==> src/rtl/serial_deserializer_pkg.sv <==
`default_nettype none
// ============================================================================
//  Module   : serial_deserializer_pkg
//  Purpose  : Shared types for the serial deserializer and its output buffer.
//  Revision : 1.0 - initial release
// ============================================================================
package serial_deserializer_pkg;

    typedef enum logic [0:0] {
        BUF_EMPTY = 1'b0,
        BUF_FULL  = 1'b1
    } buf_state_t;

endpackage : serial_deserializer_pkg
`default_nettype wire

==> src/rtl/serial_deserializer_out_buf.sv <==
`default_nettype none
// ============================================================================
//  Module   : deser_out_buf
//  Purpose  : One-entry output buffer; flags a completed word it cannot accept.
//  Revision : 1.0 - initial release
// ============================================================================
module deser_out_buf
    import serial_deserializer_pkg::*;
#(
    parameter int WIDTH = 8
) (
    input  logic             clock,
    input  logic             reset,
    input  logic             load,
    input  logic [WIDTH-1:0] load_data,
    output logic [WIDTH-1:0] data_out,
    output logic             data_valid,
    input  logic             data_ready,
    output logic             drop
);

    buf_state_t       r_state;
    logic [WIDTH-1:0] r_data;

    always_ff @(posedge clock) begin
        if (reset) begin
            r_state <= BUF_EMPTY;
            r_data  <= '0;
        end else begin
            case (r_state)
                BUF_EMPTY: begin
                    if (load) begin
                        r_state <= BUF_FULL;
                        r_data  <= load_data;
                    end
                end
                BUF_FULL: begin
                    // A consumed slot may be refilled in the same cycle, so no bubble.
                    if (data_ready) begin
                        if (load) begin
                            r_data <= load_data;
                        end else begin
                            r_state <= BUF_EMPTY;
                        end
                    end
                end
            endcase
        end
    end

    assign data_out   = r_data;
    assign data_valid = (r_state == BUF_FULL);
    assign drop       = (r_state == BUF_FULL) && !data_ready && load;

endmodule : deser_out_buf
`default_nettype wire

==> src/rtl/serial_deserializer.sv <==
`default_nettype none
// ============================================================================
//  Module   : serial_deserializer
//  Purpose  : Assembles WIDTH-bit words from a sync-framed serial bit stream.
//  Revision : 1.0 - initial release
// ============================================================================
module serial_deserializer
    import serial_deserializer_pkg::*;
#(
    parameter int WIDTH     = 8,
    parameter bit MSB_FIRST = 1'b1
) (
    input  logic                       clock,
    input  logic                       reset,
    input  logic                       serial_in,
    input  logic                       serial_valid,
    input  logic                       sync,
    output logic [WIDTH-1:0]           data_out,
    output logic                       data_valid,
    input  logic                       data_ready,
    output logic [$clog2(WIDTH):0]     bit_count,
    output logic                       overrun
);

    localparam int                 c_CW   = $clog2(WIDTH) + 1;
    localparam logic [c_CW-1:0]    c_LAST = c_CW'(WIDTH - 1);

    // Partial word holds at most WIDTH-1 bits; the final bit goes straight to the buffer.
    logic [WIDTH-2:0] r_shift;
    logic [c_CW-1:0]  r_count;
    logic             r_overrun;

    logic [WIDTH-2:0] w_base;
    logic [WIDTH-1:0] w_word;
    logic [WIDTH-2:0] w_partial;
    logic             w_complete;
    logic             w_drop;

    assign w_base     = (serial_valid && sync) ? '0 : r_shift;
    assign w_complete = serial_valid && !sync && (r_count == c_LAST);

    generate
        if (MSB_FIRST) begin : g_msb_first
            assign w_word    = {w_base, serial_in};
            assign w_partial = w_word[WIDTH-2:0];
        end else begin : g_lsb_first
            assign w_word    = {serial_in, w_base};
            assign w_partial = w_word[WIDTH-1:1];
        end
    endgenerate

    always_ff @(posedge clock) begin
        if (reset) begin
            r_shift   <= '0;
            r_count   <= '0;
            r_overrun <= 1'b0;
        end else begin
            if (serial_valid) begin
                if (w_complete) begin
                    r_shift <= '0;
                    r_count <= '0;
                end else begin
                    r_shift <= w_partial;
                    r_count <= sync ? c_CW'(1) : r_count + c_CW'(1);
                end
            end else if (sync) begin
                r_shift <= '0;
                r_count <= '0;
            end
            if (w_drop) begin
                r_overrun <= 1'b1;
            end
        end
    end

    deser_out_buf #(
        .WIDTH (WIDTH)
    ) u_out_buf (
        .clock      (clock),
        .reset      (reset),
        .load       (w_complete),
        .load_data  (w_word),
        .data_out   (data_out),
        .data_valid (data_valid),
        .data_ready (data_ready),
        .drop       (w_drop)
    );

    assign bit_count = r_count;
    assign overrun   = r_overrun;

endmodule : serial_deserializer
`default_nettype wire

==> config.mk <==
export PLATFORM = sky130hd
export DESIGN_NAME = serial_deserializer
export DESIGN_NICKNAME = d
export VERILOG_FILES = /design/src/rtl/serial_deserializer_pkg.sv /design/src/rtl/serial_deserializer_out_buf.sv /design/src/rtl/serial_deserializer.sv
export SDC_FILE = /design/constraint.sdc
export NUM_CORES = 1
export LEC_CHECK = 0
export CORE_MARGIN = 2
export CORE_UTILIZATION = 30
export CTS_CLUSTER_SIZE = 24
export DETAILED_ROUTE_END_ITERATION = 12
export GPL_TIMING_DRIVEN = 0
export PLACE_DENSITY = 0.61
export SLEW_MARGIN = 10
export SYNTH_ARGS = -nofsm -noshare
export SYNTH_HDL_FRONTEND = slang
export SYNTH_SLANG_ARGS = --single-unit
==> constraint.sdc <==
create_clock -name clock -period 3.9 [get_ports clock]
set_clock_uncertainty 0.15 [all_clocks]
set_input_delay 0.78 -clock clock [delete_from_list [all_inputs] [get_ports clock]]
set_output_delay 0.78 -clock clock [all_outputs]
set_load 0.02 [all_outputs]
# Word level (Yosys, flattened, before mapping)

Index checks and enable logic that the tools add are counted.

Register bits after elaboration: 21
Input port bits: 6
Output and inout bits: 14
Logic and storage cells: 31

Add/subtract/negate cells: 1
Eq/ne operators: 2
Multiplexer cells: 14
Bitwise operators: 1
Reductions and logical operators: 8

Operators with widths:

| operator                                            | number |
|---|---|
| 2-to-1 mux 7 bit                                    | 4 |
| 2-to-1 mux 4 bit                                    | 4 |
| 2-to-1 mux 8 bit                                    | 2 |
| one-hot mux 8 bit (2 select lines)                  | 1 |
| logical AND 1 bit                                   | 5 |
| adder 4 x 1 -> 4 bit, second input constant         | 1 |
| equality test 4 x 3 -> 1 bit, second input constant | 1 |
| zero test 1 bit                                     | 2 |
| 2-to-1 mux 1 bit                                    | 2 |
| inequality test 2 bit, second input constant        | 1 |
| one-hot mux 1 bit (2 select lines)                  | 1 |
| nonzero test 2 bit                                  | 1 |
| NOT 1 bit                                           | 1 |

# Depth between registers and ports, before layout

Gate-level depths: netlist (run 1).

Depth after elaboration: 6
Mapped depth: 5
Gate-level depth less buffers: 4

# Modules after synthesis

Synthesis (run 1) repeated with hierarchy kept, for this count alone.

Cell total of the unflattened synthesis: 100
Area total of the unflattened synthesis: 952.2 µm²

Modules (own cells, without submodules):

| module              | times used | cells each | area each (µm²) | seq. area each (µm²) |
|---|---|---|---|---|
| serial_deserializer | 1          | 60         | 539.3           | 240.2 |
| deser_out_buf       | 1          | 40         | 412.9           | 180.2 |

# Worst setup path after synthesis (run 1)

Ideal clock, no wire load.

Path type: input to register
Start point: input port sync
End point: register r_overrun (netlist: overrun)
Setup time: 67 ps
Arrival: 1581 ps
Required time: 3683 ps
Setup slack: 2101 ps
Cell stages on the path: 3
Path buffers: 1
Path through: buf_2 or4_4 a21oi_2

Cells in the longest elaborated chain, start to end: 4

RTL lines:

| item                            | line                              | source |
|---|---|---|
| start: declaration              | serial_deserializer.sv:17         | `input logic sync,` |
| zero test 1 bit                 | serial_deserializer.sv:40         | `assign w_complete = serial_valid && !sync && (r_count == c_LAST);` |
| logical AND 1 bit (2 in series) | serial_deserializer.sv:40         |  |
| logical AND 1 bit               | serial_deserializer_out_buf.sv:53 | `assign drop = (r_state == BUF_FULL) && !data_ready && load;` |
| end signal: assignment          | serial_deserializer.sv:56         | `r_overrun <= 1'b0;` |
| end signal: assignment          | serial_deserializer.sv:71         | `r_overrun <= 1'b1;` |
| end: declaration                | serial_deserializer.sv:31         | `logic r_overrun;` |

Every way passes these cells.
A chain may end at the register's enable or synchronous reset.

# Worst setup path in the final report (run 1)

Start point: register r_count[0] (netlist: bit_count[0])
End point: output port bit_count[0]

RTL lines:

| item                     | line                      | source |
|---|---|---|
| start: declaration       | serial_deserializer.sv:30 | `logic [c_CW-1:0] r_count;` |
| start signal: assignment | serial_deserializer.sv:64 | `r_count <= sync ? c_CW'(1) : r_count + c_CW'(1);` |
| end: declaration         | serial_deserializer.sv:21 | `output logic [$clog2(WIDTH):0] bit_count,` |

No word-level cell between the ends.

==> reports/qor.txt, run 1 <==
Status -> complete, no violations
Longest Clk Path Bufs -> 2
N_diodes -> 0
Final worst-path cycle share -> 58.9%
Num CTS Buffers -> 3
Post_cts resized -> 0
Worst setup SP type -> register
Cell count after synthesis -> 93
Share of cells above drive strength 1 -> 10.4%
Count of cell types in the netlist -> 28
CP endpoint kind -> primary output
Slew @ Worst Pin -> 548 ps
Final min period -> 2300 ps
Final Max Slew Viols -> 0
Worst setup path class -> register to primary output
Post-synthesis sequential area ratio -> 47.0%
Max VDD drop -> 0.000214 V
CP peak stage delay -> 640 ps
Slew headroom -> 63.4%
RSZ-0062 raised after global routing -> no
Met1 Use GR -> 17.8%
H-Tree Depth -> 1
WL final -> 1950 µm
Critical path buffers and inverters -> 1
GRT met3 Usage -> 4.18%
CTS tree -> built
Crit-path cells -> clkdlybuf4s50_1
GRT Max-Usage Layer -> met2
Final core utilization -> 40.7%
Max Fclk -> 435 MHz
First-pass GRT wire length -> 3530 µm
Die H -> 58.6 µm
Final setup fails -> 0
Endpoints failing hold -> 0
Worst path required time -> 2970 ps
Via count -> 736
P per Cell Area -> 307 nW/µm²
Final ANT Viol Nets -> 0
CTS Hold Buffers Added -> 0
Vias in the first global route -> 759
Post-Syn Area per Cell -> 9.62 µm²
Antenna violations before repair -> 0
Layout area overhead -> 27.6%
Layout Nets -> 123
Sink Count -> 21
Largest net degree at the start of global routing -> 13
Total global routing overflow -> 0
TNS Setup -> 0 ps
Number of core rows -> 19
Setup Buffers After CTS -> 0
Crit path max fanout -> 5
Total I/O pin count -> 20
Synthesis Warnings -> 0
Clk pin slew, worst setup/hold paths -> 120 ps
Gr usage total -> 13.5%
Synth Register Bits -> 21
Met2 Use GR -> 21.3%
Residual DRC -> 0
Worst skew pair latency -> 300 ps
HP Class -> register to register
Worst path top cell family by delay -> buffers and inverters
Core Area -> 2810 µm²
Root Buffer Master -> clkbuf_4
Initial DRC count -> 26
Vias/cell -> 5.04
# fillers -> 296
DR WL/cell -> 13.3 µm
# Max-Cap Violations -> 0
Port Buffers -> 18
HPWL Detailed -> 1380 µm
Mapped cell area -> 895 µm²
Syn Nets -> 100
DIE AREA -> 3430 µm²
Critical path arrival -> 1370 ps
Die W -> 58.6 µm
TritonRoute pass-1 iters -> 4
Slowest stage cell on the critical path -> clkdlybuf4s50_1
Starting Density -> 31.9%
Pleak -> 0.367 nW
GPL Wtd Cong -> 0.714
[worst paths after layout]
path | start | to | slack (ps) | cells past startpoint
min reg2reg | overrun$_SDFFE_PP0P_ | overrun$_SDFFE_PP0P_ | 320 | 2
min | overrun$_SDFFE_PP0P_ | overrun$_SDFFE_PP0P_ | 320 | 2
max reg2reg | bit_count[0]$_SDFFE_PP0P_ | u_out_buf.data_out[4]$_SDFFE_PP0P_ | 2260 | 5
max | bit_count[0]$_SDFFE_PP0P_ | bit_count[0] | 1600 | 1
[through the flow]
| stage | worst slack, ps | area, µm² | total power, mW | hold slack, ps | std cells |
|---|---|---|---|---|---|
| floorplan | 2100 | 895 | 0.236 | 288 | 93 |
| global placement | 1360 | 1110 | 0.248 | 294 | 142 |
| detailed placement | 1320 | 1110 | 0.248 | 301 | 142 |
| CTS | 1590 | 1140 | 0.353 | 320 | 146 |
| global route | 1520 | 1140 | 0.369 | 351 | 146 |
| finish | 1600 | 1140 | 0.350 | 317 | 146 |
[flip-flops by register name (all words and copies together), names as in the netlist]
name	flops
r_shift	7
overrun	1
bit_count	4
u_out_buf.data_out	8
u_out_buf.data_valid	1
[logic make-up after synthesis]
logic type | after synthesis | share of synthesized area, %
adders and majority gates | 1 | 1.40
and+or+nand+nor | 40 | 25.7
xor gates and xnor gates | 1 | 0.979
DFF | 21 | 47.0
muxes | 8 | 8.95
buffers and inverters | 7 | 3.64
AOI/OAI and AO/OA | 15 | 12.3
[placed cells by master, fill, tap and decap left out]
cell,count
nor2_1,7
clkdlybuf4s50_1,18
a31oi_1,1
nor3_1,1
and3_1,1
nor4b_2,1
clkinv_2,1
a21oi_2,1
buf_2,2
or3_1,1
inv_1,2
nand4b_1,1
a32oi_1,7
or4_4,1
nor2_2,1
nor2b_1,1
nand3b_1,3
a21oi_1,4
buf_4,1
mux2i_1,8
ha_1,1
nand2b_1,11
clkbuf_1,2
nand2_2,1
nand2_1,9
dfxtp_1,21
clkbuf_4,3
or2b_1,1
o21ai_0,1
o311ai_0,1
xor2_1,1
[cells in the mapped netlist]
cell type / number / share of area [%]
or3_1: 1 / 0.70
o21ai_0: 1 / 0.56
a32oi_1: 7 / 6.9
and3_1: 1 / 0.70
o311ai_0: 1 / 0.98
buf_2: 2 / 1.1
nand2b_1: 11 / 7.7
nand2_2: 1 / 0.70
a21oi_2: 1 / 0.98
a31oi_1: 1 / 0.70
dfxtp_1: 21 / 47
buf_4: 1 / 0.84
nand4b_1: 1 / 0.98
nand3b_1: 3 / 2.5
clkbuf_1: 2 / 0.84
nor4b_2: 1 / 1.7
nor2_2: 1 / 0.70
a21oi_1: 4 / 2.2
or4_4: 1 / 1.3
mux2i_1: 8 / 9.0
nor2_1: 7 / 2.9
nor2b_1: 1 / 0.70
ha_1: 1 / 1.4
nand2_1: 9 / 3.8
nor3_1: 1 / 0.56
inv_1: 2 / 0.84
xor2_1: 1 / 0.98
or2b_1: 1 / 0.84
[layout make-up]
cell class                 count  area, µm²  area share [%]
multi-input combinational     65        442            38.7
sequential                    21        420            36.8
timing repair buffer          18        180            15.8
tap                           31       38.8            3.40
buffer                         5       25.0            2.19
clock buffer                   3       22.5            1.97
inverter                       2       7.51           0.658
clock inverter                 1       5.00           0.439
[routing by layer]
layer	vias to the layer above	part of all wire, %
li1	371	-
met3	2	3.8
met1	346	50
met4	0	0.41
met5	-	0
met2	17	46
[power breakdown]
group | leakage [nW] | internal, mW | switching [mW] | total, mW
clock | 0.0177 | 0.0382 | 0.0681 | 0.106
sequential | 0.170 | 0.216 | 0.00181 | 0.218
combinational | 0.180 | 0.0109 | 0.0147 | 0.0256
total | 0.367 | 0.265 | 0.0847 | 0.350
No activity file was read; power rests on OpenSTA's default activity.
==> run 2, diff against run 1 <==
- PLACE_DENSITY: 0.61 -> 0.63
- clock period: 3.9 -> 1.9 ns (I/O delays scaled with it)
==> reports/qor.txt, run 2 (synthesis results as in run 1) <==
Status -> complete, no violations (unchanged)
Layout area overhead -> 28.3% (was 27.6%)
Number of core rows -> 19 (unchanged)
Slew @ Worst Pin -> 555 ps (was 548 ps)
RSZ-0062 raised after global routing -> no (unchanged)
Inst Count DP -> 142 (unchanged)
CP peak stage delay -> 610 ps (was 640 ps)
Worst path top cell family by delay -> buffers and inverters (unchanged)
Internal reg-to-reg setup slack -> 260 ps (was 2260 ps)
Final setup fails -> 0 (unchanged)
Worst setup path end -> data_out[0] (was bit_count[0])
Worst skew pair latency -> 300 ps (about the same)
Critical path arrival -> 1260 ps (was 1370 ps)
DP Worst Slack -> -224 ps (was 1320 ps)
Crit-path cells -> clkdlybuf4s50_1 (unchanged)
HPWL Detailed -> 1300 µm (was 1380 µm)
Vias/cell -> 4.91 (was 5.04)
Share of cells above drive strength 1 -> 10.4% (unchanged)
Layout Nets -> 123 (unchanged)
Total I/O pin count -> 20 (unchanged)
CTS tree -> built (unchanged)
Core Area -> 2810 µm² (unchanged)
Initial DRC count -> 10 (was 26)
Final Max Slew Viols -> 0 (unchanged)
Worst hold margin -> 216 ps (was 317 ps)
P per Cell Area -> 623 nW/µm² (was 307 nW/µm²)
CP Depth -> 1 (unchanged)
Final min period -> 1790 ps
DIE AREA -> 3430 µm² (unchanged)
Clk pin slew, worst setup/hold paths -> 120 ps (about the same)
Pleak -> 0.423 nW (was 0.367 nW)
Gr usage total -> 12.4% (was 13.5%)
Worst path required time -> 1370 ps (was 2970 ps)
Post_cts resized -> 1 (was 0)
TritonRoute pass-1 iters -> 4 (unchanged)
Worst setup SP type -> register (unchanged)
Commonest non-fill, non-tap cell in the layout -> dfxtp_1 (unchanged)
Worst setup path class -> register to primary output (unchanged)
Setup WS post-layout -> 108 ps (was 1600 ps)
Crit path max fanout -> 2 (was 5)
Final ANT Viol Nets -> 0 (unchanged)
GPL Wtd Cong -> 0.717 (was 0.714)
Port Buffers -> 18 (unchanged)
Worst R2R Path Depth -> 5 (unchanged)
Clock power share -> 30.2% (was 30.4%)
Longest Clk Path Bufs -> 2 (unchanged)
Starting Density -> 31.9% (unchanged)
Worst r2r src -> bit_count[0]$_SDFFE_PP0P_ (unchanged)
Commonest non-fill, non-tap cells in the layout -> dfxtp_1 (21), clkdlybuf4s50_1 (14), nand2b_1 (11), nand2_1 (9), mux2i_1 (8) (was dfxtp_1 (21), clkdlybuf4s50_1 (18), nand2b_1 (11), nand2_1 (9), mux2i_1 (8))
Num CTS Buffers -> 3 (unchanged)
Final worst-path cycle share -> 94.3%
DR top layer -> met4 (unchanged)
Worst R2R End -> u_out_buf.data_out[7]$_SDFFE_PP0P_ (was u_out_buf.data_out[4]$_SDFFE_PP0P_)
Internal power -> 548 µW (was 265 µW)
First-pass GRT wire length -> 3240 µm (was 3530 µm)
Sink Count -> 21 (unchanged)
WL final -> 1820 µm (was 1950 µm)
DR WL/cell -> 12.5 µm (was 13.3 µm)
Wire length on met2 -> 848 µm (was 897 µm)
Sequential share of power -> 62.6% (was 62.3%)
N_diodes -> 0 (unchanged)
Psw -> 167 µW (was 84.7 µW)
Via count -> 717 (was 736)
Residual DRC -> 0 (unchanged)
Die W -> 58.6 µm (unchanged)
Vias in the first global route -> 696 (was 759)
Max Fclk -> 558 MHz
Met1 WL -> 897 µm (was 967 µm)
H-Tree Depth -> 1 (unchanged)
# Max-Cap Violations -> 0 (unchanged)
Max reg flops -> 8 (unchanged)
Largest net degree at the start of global routing -> 12 (was 13)
Slew headroom -> 63.0% (was 63.4%)
Comb pwr share -> 7.2% (was 7.3%)
Final total power -> 715 µW (was 350 µW)
Slowest stage cell on the critical path -> clkdlybuf4s50_1 (unchanged)
Crit path launch -> u_out_buf.data_out[0]$_SDFFE_PP0P_ (was bit_count[0]$_SDFFE_PP0P_)
Total global routing overflow -> 0 (unchanged)
TNS Setup -> 0 ps (unchanged)
Critical path buffers and inverters -> 1 (unchanged)
Setup Buffers After CTS -> 0 (unchanged)
Max VDD drop -> 0.000238 V (was 0.000214 V)
Root Buffer Master -> clkbuf_4 (unchanged)
HP Class -> primary input to register (was register to register)
Final Non-Filler Cells -> 146 (unchanged)
CTS Hold Buffers Added -> 0 (unchanged)
Endpoints failing hold -> 0 (unchanged)
Antenna violations before repair -> 0 (unchanged)
Routed wl met3 -> 60 µm (was 73 µm)
Switching Share -> 23.4% (was 24.2%)
Die H -> 58.6 µm (unchanged)
CP endpoint kind -> primary output (unchanged)
run 2: layer usage:
layer  global-route usage, %  vias to the layer above
met5                       0                        -
met3                    2.20                        2
met4                    5.84                        0
met1                    16.6                      332
met2                    19.3                       10
li1                        -                      373
run 2: worst min path at each step:
stage,startpoint,end,slack (ps),cells past startpoint
2_1_floorplan,r_shift[6]$_SDFFE_PP0P_,u_out_buf.data_out[7]$_SDFFE_PP0P_,290,2
3_3_place_gp,overrun$_SDFFE_PP0P_,overrun$_SDFFE_PP0P_,290,2
3_5_place_dp,overrun$_SDFFE_PP0P_,overrun$_SDFFE_PP0P_,300,2
4_1_cts,sync,bit_count[2]$_SDFFE_PP0P_,210,2
5_1_grt,sync,bit_count[2]$_SDFFE_PP0P_,220,2
6_report,sync,bit_count[2]$_SDFFE_PP0P_,220,2
run 2: cell type report:
cell class                      instances  area (µm²)
Fill cell                             304        1660
Multi-Input combinational cell         65         442
Sequential cell                        21         420
Timing Repair Buffer                   18         186
Tap cell                               31        38.8
Clock buffer                            4        26.3
Buffer                                  5        26.3
Inverter                                2        7.51
run 2: power groups by stage:
stage,combinational (mW),sequential (mW),clock (mW)
global route,0.0581,0.448,0.246
detailed placement,0.0523,0.457,0
global placement,0.0515,0.457,0
finish,0.0517,0.447,0.216
floorplan,0.0263,0.459,0
CTS,0.0528,0.447,0.224
run 2: per-stage QoR:
step	utilization (%)	area, µm²
2_1_floorplan	-	895
3_3_place_gp	39.7	1110
3_5_place_dp	39.7	1110
4_1_cts	40.6	1140
5_1_grt	40.9	1150
6_report	40.9	1150
==> run 3, diff against run 2 <==
--- a/config.mk
+++ b/config.mk
@@ -12,4 +12,5 @@
 export GPL_TIMING_DRIVEN = 0
 export PLACE_DENSITY = 0.63
+export REMOVE_ABC_BUFFERS = 1
 export SLEW_MARGIN = 10
 export SYNTH_ARGS = -nofsm -noshare
==> constraint.sdc (replaced) <==
create_clock -name clock -period 1.9 [get_ports clock]
set_clock_uncertainty 0.15 [all_clocks]
set_input_delay 0.475 -clock clock [delete_from_list [all_inputs] [get_ports clock]]
set_output_delay 0.475 -clock clock [all_outputs]
set_load 0.02 [all_outputs]
==> reports/qor.txt, run 3 (synthesis results as in run 1) <==
Final worst-path cycle share -> 97.9% (was 94.3%)
Vias in the first global route -> 673 (was 696)
Residual DRC -> 1 (was 0)
RSZ-0062 raised after global routing -> no (unchanged)
Clk pin slew, worst setup/hold paths -> 120 ps (about the same)
Worst setup SP type -> primary input (was register)
Largest net degree at the start of global routing -> 25 (was 12)
Worst setup path class -> primary input to register (was register to primary output)
Layout area overhead -> 32.2% (was 28.3%)
Longest Clk Path Bufs -> 2 (unchanged)
Total global routing overflow -> 0 (unchanged)
Total I/O pin count -> 20 (unchanged)
Worst skew pair latency -> 300 ps (about the same)
Critical path arrival -> 1950 ps (was 1260 ps)
Number of core rows -> 19 (unchanged)
Initial DRC count -> 24 (was 10)
Final ANT Viol Nets -> 0 (unchanged)
H-Tree Depth -> 1 (unchanged)
# fillers -> 295 (was 304)
Port Buffers -> 19 (was 18)
Commonest non-fill, non-tap cell in the layout -> dfxtp_1 (unchanged)
Vias/cell -> 5.00 (was 4.91)
Starting Density -> 31.9% (unchanged)
Worst path required time -> 1990 ps (was 1370 ps)
Share of cells above drive strength 1 -> 11.5% (was 10.4%)
P per Cell Area -> 602 nW/µm² (was 623 nW/µm²)
Layout Nets -> 121 (was 123)
WL final -> 1810 µm (was 1820 µm)
Final Non-Filler Cells -> 144 (was 146)
Max VDD drop -> 0.000396 V (was 0.000238 V)
HP Class -> register to register (was primary input to register)
N_diodes -> 0 (unchanged)
Endpoints failing hold -> 0 (unchanged)
CTS tree -> built (unchanged)
CTS Hold Buffers Added -> 0 (unchanged)
Die W -> 58.6 µm (unchanged)
Final Max Slew Viols -> 0 (unchanged)
Worst hold margin -> 311 ps (was 216 ps)
Num CTS Buffers -> 3 (unchanged)
Inst Count DP -> 138 (was 142)
Pleak -> 0.582 nW (was 0.423 nW)
HPWL Detailed -> 1140 µm (was 1300 µm)
GPL Wtd Cong -> 0.686 (was 0.717)
Core Area -> 2810 µm² (unchanged)
DR WL/cell -> 12.6 µm (was 12.5 µm)
Die H -> 58.6 µm (unchanged)
Sink Count -> 21 (unchanged)
Max Fclk -> 538 MHz (was 558 MHz)
First-pass GRT wire length -> 2920 µm (was 3240 µm)
Commonest non-fill, non-tap cells in the layout -> dfxtp_1 (21), nand2b_1 (11), dlymetal6s2s_1 (10), nand2_1 (9), mux2i_1 (8) (was dfxtp_1 (21), clkdlybuf4s50_1 (14), nand2b_1 (11), nand2_1 (9), mux2i_1 (8))
TritonRoute pass-1 iters -> 8 (was 4)
Slew headroom -> 45.3% (was 63.0%)
# Max-Cap Violations -> 0 (unchanged)
Gr usage total -> 11.0% (was 12.4%)
Max reg flops -> 8 (unchanged)
DIE AREA -> 3430 µm² (unchanged)
Final total power -> 712 µW (was 715 µW)
Final min period -> 1860 ps (was 1790 ps)
Slew @ Worst Pin -> 821 ps (was 555 ps)
Root Buffer Master -> clkbuf_4 (unchanged)
Via count -> 720 (was 717)
Violated checks -> DRC
Antenna violations before repair -> 0 (unchanged)
Final setup fails -> 0 (unchanged)
Crit path max fanout -> 6 (was 2)
Status -> finished with violations (was complete, no violations)
CP endpoint kind -> register (was primary output)
-- run 3: cell count changes in the layout (fill, tap and decap cells not counted), sizes merged --
cell | before | now
clkbuf | 6 | 3
dlymetal6s2s | 3 | 10
clkinv | 0 | 1
buf | 3 | 2
clkdlybuf4s50 | 14 | 4
dlygate4sd2 | 1 | 5
-- run 3: final cells by class --
| cell class | instances | area [µm²] | area share, % |
|---|---|---|---|
| Clock inverter | 1 | 5.00 | 0.423 |
| Tap cell | 31 | 38.8 | 3.28 |
| Timing Repair Buffer | 21 | 224 | 18.9 |
| Inverter | 2 | 7.51 | 0.635 |
| Clock buffer | 3 | 22.5 | 1.90 |
| Sequential cell | 21 | 420 | 35.6 |
| Multi-Input combinational cell | 65 | 464 | 39.3 |
-- run 3: worst paths after layout --
kind	startpoint	endpoint	slack [ps]	depth (start not counted)
max	serial_valid	u_out_buf.data_out[5]$_SDFFE_PP0P_	40	5
min	overrun$_SDFFE_PP0P_	overrun$_SDFFE_PP0P_	310	2
max reg2reg	bit_count[0]$_SDFFE_PP0P_	u_out_buf.data_out[5]$_SDFFE_PP0P_	300	5
min reg2reg	overrun$_SDFFE_PP0P_	overrun$_SDFFE_PP0P_	310	2
-- run 3: repair_timing --
item,4_1_cts,5_1_grt
setup endpoints to repair,12,10
gates resized for setup,9,10
pin swaps,1,0
buffers inserted,2,0
-- run 3: per-stage QoR --
stage / instance area, µm² / setup WS, ps / TNS (ps) / utilization [%]
finish: 1180 / 40.1 / 0 / 42.1
global route: 1180 / 0.875 / 0 / 42.1
CTS: 1160 / 5.13 / 0 / 41.3
detailed placement: 1100 / -923 / -9230 / 39.2
global placement: 1100 / -800 / -8180 / 39.2
floorplan: 870 / -136 / -1090 / -
-- run 3: layer usage --
metal / track usage, % / part of all wire (%)
met1: 15.2 / 51
met2: 15.9 / 42
met3: 1.98 / 4.8
met4: 6.49 / 2.4
met5: 0 / 0
-- run 3: critical path, stage by stage --
cell and delay (ps):
clkdlybuf4s50_1 650, nand2_2 160, nor4b_4 250, buf_4 220, mux2i_1 190
-- run 3: power breakdown --
| part | total (mW) | switching [mW] | internal, mW |
|---|---|---|---|
| clock network | 0.213 | 0.134 | 0.0784 |
| logic | 0.0525 | 0.0313 | 0.0212 |
| registers | 0.447 | 0.00342 | 0.444 |
| total | 0.712 | 0.169 | 0.543 |
==> RTL change (flow settings as in run 3) <==
`WIDTH` is set to 8 in 2 places; all go to 16.
--- a/src/rtl/serial_deserializer_out_buf.sv
+++ b/src/rtl/serial_deserializer_out_buf.sv
@@ -9,3 +9,3 @@
 #(
-    parameter int WIDTH = 8
+    parameter int WIDTH = 16
 ) (
--- a/src/rtl/serial_deserializer.sv
+++ b/src/rtl/serial_deserializer.sv
@@ -9,3 +9,3 @@
 #(
-    parameter int WIDTH     = 8,
+    parameter int WIDTH     = 16,
     parameter bit MSB_FIRST = 1'b1
Interface: changed (resized bit_count and data_out); port bits go from 20 to 29. No check against the original RTL was run, so the function may have changed too.
==> RTL change against run 3 <==
  * Sequential cell count is 17 higher
  * Non-clock buffer count is 11 higher
  * Sequential power is 80% higher
  * Setup slack better by 5.2 ps
  * Register-to-register slack worse by 230 ps
  * Design area is 74% higher
  * Cell count is 81% higher
  * Combinational power is 40% higher
  * Synthesized area is 76% higher
  * Wire length is 62% higher
  * Power is 96% higher
  * Largest cell class unchanged
  * Largest power group unchanged
==> RTL change: results (changes against run 3) <==
* Proportion of layout cells with a drive suffix above 1 at 13.16% (+1.7 points)
* Gp weighted congestion at 0.6486 (-5.4%)
* Post-synthesis adder-cell area fraction at 1.586% (+0.19 points)
* Synth top cells by count: dfxtp_1, nor2_1, nand2b_1
* Drt first pass iters at 4 (-4)
* HP Start: u_out_buf.data_out[1]$_SDFFE_PP0P_
* Lkg Pwr at 0.0008138 uW (+40%)
* Port bufs at 28 (+9)
* Aggregate global-route resource usage at 10.95% (-0.011 points)
* Data buffer area share at 16.60% (-2.3 points)
* Critical-path maximum fanout at 2 (-4)
* FF-to-FF End: bit_count[3]$_SDFFE_PP0P_
* Multi-input combinational area share at 37.57% (-1.7 points)
* Status: complete, no violations
* Largest net degree at the start of global routing at 41 (+64%)
* Total CTS buffers at 5 (+2)
* First-pass GRT wire length at 5168 um (+77%)
* Synth Area in Compound Gates at 12.21% (-0.095 points)
* Sequential area share after synthesis at 48.22% (+1.2 points)
* Largest register FFs at 16 (+8)
* H-tree lvl count at 2 (+1)
* Clk pin slew, worst setup/hold paths at 70 ps (-50 ps)
* Fillers at 523 (+77%)
* Max_slew headroom at 54.86% (+9.6 points)
* Largest cells by area after synthesis: dfxtp_1, mux2i_1, a22oi_1
* Clock root buffer master: clkbuf_8
* End of the critical path: data_out[0]
* Max incr delay on CP at 610 ps (-40 ps)
* HPWL Detailed at 1823 um (+60%)
* R2r setup slk at 70 ps (-230 ps)
* Worst setup path startpoint: u_out_buf.data_out[0]$_SDFFE_PP0P_
* Clkbuf count at 5 (+2)
* Cell variety after synth at 30 (+7.1%)
* Synthesized area per cell at 9.739 sq um (+1.2%)
* # clock sinks at 38 (+81%)
* Final WL at 2928 um (+62%)
* Final non-filler cell total at 260 (+81%)
* Routed via count at 1182 (+64%)
* Comb_multi_in at 110 (+69%)
* Seq area share at 37.20% (+1.6 points)
* Worst min-delay path endpoint: u_out_buf.data_out[1]$_SDFFE_PP0P_
==> RTL change: metrics by stage <==
stage	instance area, sq um	hold slack [ps]	setup slack (ps)	power (uW)
floorplan	1513	287.7	-143.5	853.1
global placement	1881	312.5	-1132	894.1
detailed placement	1876	311.8	-488.7	892.6
CTS	2029	327.4	6.176	1421
global route	2058	341.9	5.152	1459
finish	2058	322.6	45.39	1396
==> RTL change: what timing repair did <==
item,4_1_cts,5_1_grt
setup buffers,4,0
gates resized for setup,10,11
pin swaps,2,1
endpoints found under the setup margin,39,39
==> RTL change: power breakdown <==
group / total [uW] / internal [uW] / switching (uW)
Clock: 519 / 246 / 273
Sequential: 803 / 799 / 4.15
Combinational: 73.6 / 27.6 / 45.9
Total: 1400 / 1070 / 323
==> RTL change: metal layers <==
metal | wire length (um) | track usage, % | vias up
li1 | - | - | 606
met1 | 1443 | 13.39 | 549
met2 | 1299 | 17.61 | 22
met3 | 149 | 4.502 | 5
met4 | 35 | 3.273 | 0
met5 | 0 | 0 | -
